File: src/rtl/imem_pkg.sv
// Shared types for the instruction-memory arbiter: owner states and the
// per-port registered response.
package imem_pkg;

  localparam int IMEM_WORD_W = 32;

  typedef enum logic [1:0] {
    IDLE  = 2'd0,
    OWN_F = 2'd1,
    OWN_D = 2'd2
  } owner_e;

  typedef struct packed {
    logic                   rvalid;
    logic [IMEM_WORD_W-1:0] rdata;
    logic                   rerr;
  } imem_rsp_t;

endpackage

File: src/rtl/imem_arbiter_if.sv
// Bus bundle between the fetch/debug requesters, the arbiter and the
// instruction memory read port.
interface imem_arbiter_if
  import imem_pkg::*;
#(
  parameter int ADDR_W = 32
) ();

  logic                   f_req;
  logic [ADDR_W-1:0]      f_addr;
  logic                   f_gnt;
  logic                   f_rvalid;
  logic [IMEM_WORD_W-1:0] f_rdata;
  logic                   f_rerr;

  logic                   d_req;
  logic [ADDR_W-1:0]      d_addr;
  logic                   d_lock;
  logic                   d_gnt;
  logic                   d_rvalid;
  logic [IMEM_WORD_W-1:0] d_rdata;
  logic                   d_rerr;

  logic [ADDR_W-1:0]      mem_addr;
  logic [IMEM_WORD_W-1:0] mem_rd;

  // Arbiter side.
  modport slave (
    input  f_req, f_addr, d_req, d_addr, d_lock, mem_rd,
    output f_gnt, f_rvalid, f_rdata, f_rerr,
    output d_gnt, d_rvalid, d_rdata, d_rerr, mem_addr
  );

  // Requester/memory side.
  modport master (
    output f_req, f_addr, d_req, d_addr, d_lock, mem_rd,
    input  f_gnt, f_rvalid, f_rdata, f_rerr,
    input  d_gnt, d_rvalid, d_rdata, d_rerr, mem_addr
  );

endinterface

File: src/rtl/imem_rsp_reg.sv
// Per-port response register: one-cycle valid pulse per accepted request,
// data and range error captured on that transfer and held otherwise.
module imem_rsp_reg
  import imem_pkg::*;
(
  input  logic                   clk,
  input  logic                   rst_n,
  input  logic                   fire,
  input  logic                   err_in,
  input  logic [IMEM_WORD_W-1:0] data_in,
  output imem_rsp_t              rsp
);

  imem_rsp_t rsp_q, rsp_d;

  // NOTE: rsp_d starts from rsp_q so every field has a value on every path;
  // a field left unassigned on some branch would infer a latch.
  always_comb begin
    rsp_d        = rsp_q;
    rsp_d.rvalid = fire;
    if (fire) begin
      rsp_d.rdata = data_in;
      rsp_d.rerr  = err_in;
    end
  end

  // NOTE: sequential state uses non-blocking assignment only, so every flop
  // samples pre-edge values regardless of block evaluation order.
  always_ff @(posedge clk or negedge rst_n) begin
    if (!rst_n) begin
      rsp_q <= '0;
    end else begin
      rsp_q <= rsp_d;
    end
  end

  assign rsp = rsp_q;

endmodule

File: src/rtl/imem_arbiter.sv
// Two-port arbiter (fetch, debug) for the single combinational imem read port.
// Define IMEM_ARB_RR_EN for round-robin ties; default is fetch-over-debug.
module imem_arbiter
  import imem_pkg::*;
#(
  parameter int CAPACITY = 128,
  parameter int ADDR_W   = 32
) (
  input logic           clk,
  input logic           rst_n,
  imem_arbiter_if.slave bus
);

  localparam int IDX_W = $clog2(CAPACITY);

  owner_e            state_q, state_d;
  logic              f_gnt, d_gnt;
  logic              lock_active;
  logic [ADDR_W-1:0] sel_addr;
  logic              sel_err;
  imem_rsp_t         f_rsp, d_rsp;

  // While debug owns the port with lock held, fetch is shut out entirely.
  always_comb begin
    lock_active = (state_q == OWN_D) && bus.d_lock;
    f_gnt       = 1'b0;
    d_gnt       = 1'b0;
    if (lock_active) begin
      d_gnt = bus.d_req;
`ifdef IMEM_ARB_RR_EN
    end else if (state_q == OWN_F) begin
      d_gnt = bus.d_req;
      f_gnt = bus.f_req & ~bus.d_req;
`endif
    end else begin
      f_gnt = bus.f_req;
      d_gnt = bus.d_req & ~bus.f_req;
    end
  end

  always_comb begin
    state_d = state_q;
    if (f_gnt) begin
      state_d = OWN_F;
    end else if (d_gnt) begin
      state_d = OWN_D;
    end else if (state_q == OWN_D && !bus.d_lock) begin
      state_d = IDLE;
    end
  end

  always_ff @(posedge clk or negedge rst_n) begin
    if (!rst_n) begin
      state_q <= IDLE;
    end else begin
      state_q <= state_d;
    end
  end

  // Idle cycles present the fetch address so the memory output is warm.
  always_comb begin
    sel_addr = d_gnt ? bus.d_addr : bus.f_addr;
    sel_err  = |sel_addr[ADDR_W-1:IDX_W];
  end

  assign bus.mem_addr = sel_addr;
  assign bus.f_gnt    = f_gnt;
  assign bus.d_gnt    = d_gnt;

  imem_rsp_reg u_f_rsp (
    .clk     (clk),
    .rst_n   (rst_n),
    .fire    (f_gnt),
    .err_in  (sel_err),
    .data_in (bus.mem_rd),
    .rsp     (f_rsp)
  );

  imem_rsp_reg u_d_rsp (
    .clk     (clk),
    .rst_n   (rst_n),
    .fire    (d_gnt),
    .err_in  (sel_err),
    .data_in (bus.mem_rd),
    .rsp     (d_rsp)
  );

  assign bus.f_rvalid = f_rsp.rvalid;
  assign bus.f_rdata  = f_rsp.rdata;
  assign bus.f_rerr   = f_rsp.rerr;
  assign bus.d_rvalid = d_rsp.rvalid;
  assign bus.d_rdata  = d_rsp.rdata;
  assign bus.d_rerr   = d_rsp.rerr;

endmodule

File: src/flat_wrapper.sv
// flat-port wrapper written by rule: the top's interface ports become plain ports
module imem_arbiter_flat import imem_pkg::*;
#(
  parameter int CAPACITY = 128,
  parameter int ADDR_W   = 32
)
  (clk, rst_n, bus_f_req, bus_f_addr, bus_d_req, bus_d_addr, bus_d_lock, bus_mem_rd, bus_f_gnt, bus_f_rvalid, bus_f_rdata, bus_f_rerr, bus_d_gnt, bus_d_rvalid, bus_d_rdata, bus_d_rerr, bus_mem_addr);
  imem_arbiter_if #(.ADDR_W(ADDR_W)) bus_i ();
  input logic clk;
  input logic rst_n;
  input wire logic [$bits(bus_i.f_req)-1:0] bus_f_req;
  input wire logic [$bits(bus_i.f_addr)-1:0] bus_f_addr;
  input wire logic [$bits(bus_i.d_req)-1:0] bus_d_req;
  input wire logic [$bits(bus_i.d_addr)-1:0] bus_d_addr;
  input wire logic [$bits(bus_i.d_lock)-1:0] bus_d_lock;
  input wire logic [$bits(bus_i.mem_rd)-1:0] bus_mem_rd;
  output wire logic [$bits(bus_i.f_gnt)-1:0] bus_f_gnt;
  output wire logic [$bits(bus_i.f_rvalid)-1:0] bus_f_rvalid;
  output wire logic [$bits(bus_i.f_rdata)-1:0] bus_f_rdata;
  output wire logic [$bits(bus_i.f_rerr)-1:0] bus_f_rerr;
  output wire logic [$bits(bus_i.d_gnt)-1:0] bus_d_gnt;
  output wire logic [$bits(bus_i.d_rvalid)-1:0] bus_d_rvalid;
  output wire logic [$bits(bus_i.d_rdata)-1:0] bus_d_rdata;
  output wire logic [$bits(bus_i.d_rerr)-1:0] bus_d_rerr;
  output wire logic [$bits(bus_i.mem_addr)-1:0] bus_mem_addr;
  assign bus_i.f_req = bus_f_req;
  assign bus_i.f_addr = bus_f_addr;
  assign bus_i.d_req = bus_d_req;
  assign bus_i.d_addr = bus_d_addr;
  assign bus_i.d_lock = bus_d_lock;
  assign bus_i.mem_rd = bus_mem_rd;
  assign bus_f_gnt = bus_i.f_gnt;
  assign bus_f_rvalid = bus_i.f_rvalid;
  assign bus_f_rdata = bus_i.f_rdata;
  assign bus_f_rerr = bus_i.f_rerr;
  assign bus_d_gnt = bus_i.d_gnt;
  assign bus_d_rvalid = bus_i.d_rvalid;
  assign bus_d_rdata = bus_i.d_rdata;
  assign bus_d_rerr = bus_i.d_rerr;
  assign bus_mem_addr = bus_i.mem_addr;
  imem_arbiter #(.CAPACITY(CAPACITY), .ADDR_W(ADDR_W)) u_core (.clk(clk), .rst_n(rst_n), .bus(bus_i));
endmodule
File: config.mk
export PLATFORM = sky130hd
export DESIGN_NAME = imem_arbiter_flat
export DESIGN_NICKNAME = d
export VERILOG_FILES = /design/src/rtl/imem_pkg.sv /design/src/rtl/imem_arbiter_if.sv /design/src/rtl/imem_rsp_reg.sv /design/src/rtl/imem_arbiter.sv /design/src/flat_wrapper.sv
export SDC_FILE = /design/constraint.sdc
export NUM_CORES = 1
export LEC_CHECK = 0
export ABC_CLOCK_PERIOD_IN_PS = 4500
export CORE_UTILIZATION = 42
export DETAILED_ROUTE_END_ITERATION = 16
export PLACE_DENSITY_LB_ADDON = 0.05
export SETUP_SLACK_MARGIN = 0.05
export SLEW_MARGIN = 20
export SYNTH_ARGS = -nofsm -noshare
export SYNTH_HDL_FRONTEND = slang
export SYNTH_HIERARCHICAL = 1
export SYNTH_SLANG_ARGS = --single-unit
export TNS_END_PERCENT = 20
File: constraint.sdc
create_clock -name clk -period 4.5 [get_ports clk]
set_input_delay 1.35 -clock clk [delete_from_list [all_inputs] [get_ports clk]]
set_output_delay 1.35 -clock clk [all_outputs]
set_load 0.1 [all_outputs]
# ---- After elaboration in Yosys (flattened, before gate mapping)
# Index checks and enable logic that the tools add are counted.
dict set report totals {
  register_bits 70
  out_inout_bits 102
  wordCells 21
}
dict set report op_classes {
  bitwise 2
  n_reduce_logical 5
  muxes 6
  eq_ne 1
}
# op n
set op_table {}
lappend op_table {{32-bit 2-to-1 mux} 1}
lappend op_table {{25-bit OR reduction} 1}
lappend op_table {{2-bit 2-to-1 mux} 3}
lappend op_table {{3-bit nonzero test} 1}
lappend op_table {{2-bit equality test (second input constant)} 1}
lappend op_table {{1-bit logical AND} 2}
lappend op_table {{1-bit 2-to-1 mux} 2}
lappend op_table {{1-bit AND} 1}
lappend op_table {{1-bit logical NOT} 1}
lappend op_table {{1-bit NOT} 1}

# ---- Longest topological paths before layout
dict set report depth {
  word_depth 5
  depth_mapped 6
  depth_no_buf 5
}

# ---- Modules after synthesis
# The synthesis kept the hierarchy.
# module cells_each area_each_um2 n_inst seq_area_each_um2
set modules_own_cells {}
lappend modules_own_cells {imem_rsp_reg 71 1406.3 2 850.8}
lappend modules_own_cells {imem_arbiter 66 745.7 1 50.0}

# ---- Worst setup path before layout
# Ideal clock, no wire load.
dict set report synth_timing {
  path_kind {input port to output port}
  startpoint {in bus_d_lock}
  endpoint {out bus_mem_addr[23]}
  stages 4
  slack_ns 0.663
  arrival_time_ns 2.487
  required_ns 3.150
  path_cell_list {nand3b_4 a21oi_4 buf_8 mux2_4}
}
dict set report synth_via {
  elab_chain_len 3
}
# item line
set synth_rtl {}
lappend synth_rtl {{start: declaration} flat_wrapper.sv:15} ;# input wire logic [$bits(bus_i.d_lock)-1:0] bus_d_lock;
lappend synth_rtl {{1-bit logical AND} imem_arbiter.sv:25} ;# lock_active = (state_q == OWN_D) && bus.d_lock;
lappend synth_rtl {{1-bit 2-to-1 mux} imem_arbiter.sv:28} ;# if (lock_active) begin
lappend synth_rtl {{named net bus_d_gnt} flat_wrapper.sv:21} ;# output wire logic [$bits(bus_i.d_gnt)-1:0] bus_d_gnt;
lappend synth_rtl {{32-bit 2-to-1 mux} imem_arbiter.sv:62} ;# sel_addr = d_gnt ? bus.d_addr : bus.f_addr;
lappend synth_rtl {{end: declaration} flat_wrapper.sv:25} ;# output wire logic [$bits(bus_i.mem_addr)-1:0] bus_mem_addr;
# The timed path passes the listed nets, and every way through them passes these cells.

# ---- Final worst setup path
dict set report layout_timing {
  startpoint {in bus_d_lock}
  endpoint {out bus_mem_addr[3]}
}
dict set report layout_via {
  elab_chain_len 3
}
# item line
set layout_rtl {}
lappend layout_rtl {{1-bit logical AND} imem_arbiter.sv:25}
lappend layout_rtl {{1-bit 2-to-1 mux} imem_arbiter.sv:28}
lappend layout_rtl {{32-bit 2-to-1 mux} imem_arbiter.sv:62}
# No other way between the ends.

==> qor.yml <==
pwr:
  p_per_area_mw_per_mm2: 439
  power.switching_mw: 1.28
  p_int_mw: 1.40
  leakagePower_nw: 2.67
  irDropWorstVdd_mv: 0.226
  clockPowerShare_pct: 16.9
  swShare_pct: 47.7
  power_frac_comb_pct: 54.6
  p_seq_share_pct: 28.5
hold_path:
  holdCritStartpoint: "u_core/u_f_rsp/rsp[3]"
  hold_path_end: "u_core/u_f_rsp/rsp[3]"
  worstHoldPathType: "register to register"
  min_path_cells: 1
logic_synthesis:
  ys_top_cells_by_area: "dfrtp_1 (49%), mux2_4 (37%), mux2_2 (3.5%)"
  synth_nets: 309
  ys_warn_count: 6
  ys_seq_elements: 70
  synth.avg_cell_area_um2: 17.1
  syn_inst: 208
  seq_area_frac_synth_pct: 49.2
  ys_types: 20
  netlist_area_mm2: 0.00356
  synth_top_area_share_pct: 49.2
  yosysTopAreaCell: "dfrtp_1"
grt:
  grt_pass1_wl_um: 15400
  grt_overflow_total: 0
  grt_pass1_vias: 2926
  grt_start_max_net_pins: 49
  antenna_found_initial: 0
  track_usage_pct: 23.7
critical_path:
  r2r_start: "u_core/state_q[0]"
  rrSetupSlack_ps: 2670
  r2r_end: "u_core/u_d_rsp/rsp[32]"
  end_kind: "output pin"
  critPathKind: "input port to output pin"
  worst_ep_required_time_ps: 3150
  crit_arrival_ps: 2980
  rr_worst_depth: 5
  critPathMaxFanout: 21
  cp-start-kind: "input port"
drt:
  final_antenna_net_count: 0
  drc: 0
  dr.pass1.iters: 4
  wire_per_inst_um: 18.7
  via_per_inst: 4.90
  routed_wl_um: 9830
  drt_iter0_drc: 62
  vias: 2578
floorplanning:
  coreArea_mm2: 0.00822
  dieArea_mm2: 0.00884
  boundaryPins: 203
  initial_core_util_pct: 43.3
  dieWidth_um: 94.0
  rows: 33
  die_y_um: 94.0
place:
  io_buffers: 202
  globalplace.congestion: 0.825
  place_hpwl_um: 7760
layout:
  insertedDiodeCount: 0
  multi_input_area_mm2: 0.00162
  nets: 517
  layout_commonest_cell: "clkdlybuf4s50_1"
  fillers: 535
  fin_util_pct: 74.3
  ff_latch_area_mm2: 0.00175
  drive_above_1_share_pct: 37.5
  final_cell_mix: "clkdlybuf4s50_1 (167), mux2_4 (87), dfrtp_1 (70)"
  synthToLayoutAreaGrowth_pct: 71.6
sta:
  slew_viol_final: 0
  min_period_ps: 4330
  finalSetupTns_ps: 0
  skew_ps: 7.69
  finalHoldViolCount: 0
  rsz0062_at_grt: "no"
  max_slew_margin_pct: 31.4
  fmaxAchievable_mhz: 231
  tightest_slew_ps: 1030
  finalCritPeriodShare_pct: 96.2
  setup_viol_count_final: 0
clocking:
  cts.htree.levels: 3
  post_cts_resize_count: 0
  clkSlewWorstSetupHoldPaths_ps: 70
  clock_latency_ps: 340
  cts_buffer_depth: 2
  cts_root_buf: "clkbuf_8"
  cts-buffers-inserted: 9
  clock-sinks: 70
  cts_setup_buffers: 0
  cts_tree: "built"
  hold_buffers: 0
outcome:
  status: "finished clean"
flow_run:
  cap_violations: 0
-- worst max-delay path, cell delays in order --
cell,delay [ps]
clkdlybuf4s50_1,530
nand3b_4,100
a21oi_4,220
buf_12,220
mux2_2,380
buf_12,170
-- metrics by stage --
step	setup slack (ps)	hold slack [ps]	std cells	total power [mW]	cell area, µm²
4_1_cts	162	512	526	2.71	6100
6_report	171	510	526	2.68	6100
2_1_floorplan	663	506	208	1.82	3560
3_5_place_dp	163	491	510	2.24	5930
5_1_grt	113	523	526	2.78	6100
3_3_place_gp	177	492	510	2.23	5930
-- synth_stat cells --
| cell | n |
|---|---|
| inv_1 | 1 |
| nor2_1 | 3 |
| buf_8 | 3 |
| nand3b_4 | 1 |
| dfrtp_1 | 70 |
| buf_6 | 2 |
| a21oi_1 | 1 |
| buf_12 | 6 |
| a21o_2 | 1 |
| and2_2 | 1 |
| a21oi_4 | 1 |
| mux2_2 | 11 |
| nor3_1 | 3 |
| nor4_1 | 10 |
| nand3_1 | 2 |
| mux2_4 | 87 |
| nand2_1 | 1 |
| o211ai_1 | 1 |
| nand4_1 | 2 |
| o21ai_0 | 1 |
-- registers in the layout (all words and copies together) (netlist names) --
register and count:
u_core/state_q 2, u_core/u_d_rsp/rsp 34, u_core/u_f_rsp/rsp 34
-- layer usage --
layer | track usage [%] | up-vias | part of all wire, %
met5 | 0 | - | 0
met4 | 12.3 | 0 | 3.5
met3 | 7.93 | 27 | 8.0
met2 | 40.9 | 126 | 51
met1 | 25.8 | 1246 | 37
li1 | - | 1179 | -
-- worst max-delay path by stage --
stage	from	endpoint	slack, ps	cells after the start
finish	bus_d_lock	bus_mem_addr[3]	170	6
global route	bus_d_lock	bus_mem_addr[0]	110	6
CTS	bus_d_lock	bus_mem_addr[3]	160	6
detailed placement	bus_d_lock	bus_mem_addr[3]	160	6
global placement	bus_d_lock	bus_mem_addr[0]	180	6
floorplan	bus_d_lock	bus_mem_addr[23]	660	4
-- layout make-up --
type / instances / share of cell area (%)
multi-input combinational: 126 / 26.5
inverter: 1 / 0.0615
timing repair buffer: 208 / 39.8
clock inverter: 5 / 0.553
tap: 105 / 2.15
sequential: 70 / 28.7
clock buffer: 11 / 2.32
-- power groups by stage --
stage | registers, mW | logic [mW] | clock network [mW]
2_1_floorplan | 1.39 | 0.423 | 0
3_3_place_gp | 0.772 | 1.46 | 0
3_5_place_dp | 0.776 | 1.47 | 0
4_1_cts | 0.766 | 1.47 | 0.472
5_1_grt | 0.776 | 1.50 | 0.503
6_report | 0.764 | 1.46 | 0.452
-- logic make-up (layout without fill, tap and decap cells) --
| group | count (synthesis) | in the layout | synth area share [%] |
|---|---|---|---|
| mux | 98 | 98 | 40.2 |
| flops | 70 | 70 | 49.2 |
| simple gates | 23 | 23 | 4.01 |
| buf+inv | 12 | 225 | 5.38 |
| compound gates | 5 | 5 | 1.20 |
No activity file was read; power rests on OpenSTA's default activity.
==> variant: new RTL, same flow settings <==
Reset style: synchronous (`rst_n`), changed in 2 clocked blocks.
--- a/src/rtl/imem_rsp_reg.sv
+++ b/src/rtl/imem_rsp_reg.sv
@@ -26,7 +26,7 @@
 
   // NOTE: sequential state uses non-blocking assignment only, so every flop
   // samples pre-edge values regardless of block evaluation order.
-  always_ff @(posedge clk or negedge rst_n) begin
+  always_ff @(posedge clk) begin
     if (!rst_n) begin
       rsp_q <= '0;
     end else begin
--- a/src/rtl/imem_arbiter.sv
+++ b/src/rtl/imem_arbiter.sv
@@ -49,7 +49,7 @@
     end
   end
 
-  always_ff @(posedge clk or negedge rst_n) begin
+  always_ff @(posedge clk) begin
     if (!rst_n) begin
       state_q <= IDLE;
     end else begin
Check against the original RTL: differs if rst_n is asserted again (counterexample within 4 cycles, from zero or initial values and one cycle with rst_n low); with rst_n held inactive, the same outputs for 10 cycles.
==> variant against the original RTL <==
Sequential cell count stayed put; clock power is 22% higher; register-to-register slack better by 0.10 ns; cell count is 12% higher; sequential share of layout area is 4.6 points lower; count of clock-buffer cells in the layout is 1 lower; area after synthesis is 8.8% lower; final area is 4.8% lower; total power is 22% lower; combinational power is 40% lower; non-clock buffer count is 1 lower; routed wire length is 3.6% lower; worst setup slack better by 0.015 ns; largest cell class unchanged; highest routed layer unchanged.
==> variant: results (changes against the original RTL) <==
| Metric | Value |
|---|---|
| Syn_nets | `384 (+24%)` |
| Iteration-0 DRC Markers | `43 (-31%)` |
| Reg2reg end | `u_core/u_d_rsp/rsp[30]` |
| Hold_ws | `0.5176 ns (+0.007817 ns)` |
| R2R cell count | `6 (+1)` |
| Fill cells | `497 (-7.1%)` |
| Seq pwr | `674 uW (-12%)` |
| Hold Crit Start | `u_core/u_d_rsp/rsp[7]` |
| RePlAce Congestion | `0.8649 (+4.8%)` |
| Maximum vdd drop | `0.2677 mV (+19%)` |
| Compound-cell area share of the yosys netlist | `0.01426 (+0.002303)` |
| Post-synthesis sequential area ratio | `0.4316 (-0.06067)` |
| Vias/cell | `4.796 (-2.1%)` |
| Met3 WL post-DR | `897 microns (+14%)` |
| Status | `finished clean` |
| M1 GR Usage | `0.2610 (+0.003479)` |
| Logic pwr share | `0.415 (-0.131)` |
| Final HPWL DP | `7.403 mm (-4.7%)` |
| Met3 Use GR | `0.1041 (+0.02477)` |
| GRT Overall Usage | `0.2415 (+0.004342)` |
| Routed wl met2 | `4.699 mm (-6.9%)` |
| PD cells | `360.5 mW/mm^2 (-18%)` |
| Pleak | `0.002260 uW (-15%)` |
| Vias in the first global route | `3043 (+4.0%)` |
| Asr flop ratio synth | `0 (-1.000)` |
| Library cells used by synthesis | `22 (+10%)` |
| Largest net degree at the start of global routing | `71 (+45%)` |
| Crit path DAT | `2.96 ns (-0.02 ns)` |
| P_int | `1275 uW (-9.1%)` |
| Nets | `585 (+13%)` |
## variant: cell types whose count changed in the layout (fill, tap and decap cells not counted), sizes merged, moves of 2 or more
cell / unedited run / this run
nor2b: 0 / 67
mux2i: 0 / 66
dfxtp: 0 / 70
bufinv: 0 / 2
mux2: 98 / 32
and2: 1 / 3
dfrtp: 70 / 0
a21boi: 0 / 2
## variant: cell type report
type | count | share of cell area
Tap cell | 99 | 0.02130
Clock inverter | 6 | 0.01614
Multi-Input combinational cell | 196 | 0.2834
Timing Repair Buffer | 207 | 0.4162
Sequential cell | 70 | 0.2410
Clock buffer | 10 | 0.02195
## variant: critical path, cell delays in order
cell and delay [ns]:
clkdlybuf4s50_1 0.52, nand3b_4 0.10, a21boi_4 0.23, buf_12 0.20, mux2_1 0.38, buf_12 0.18
## variant: per-stage QoR
step                worst slack [ns]  cell area (sq um)  instances
global placement              0.2069               5593        572
global route                  0.1473               5814        588
finish                        0.1859               5814        588
detailed placement            0.1820               5593        572
floorplan                     0.5517               3247        283
CTS                           0.1781               5814        588
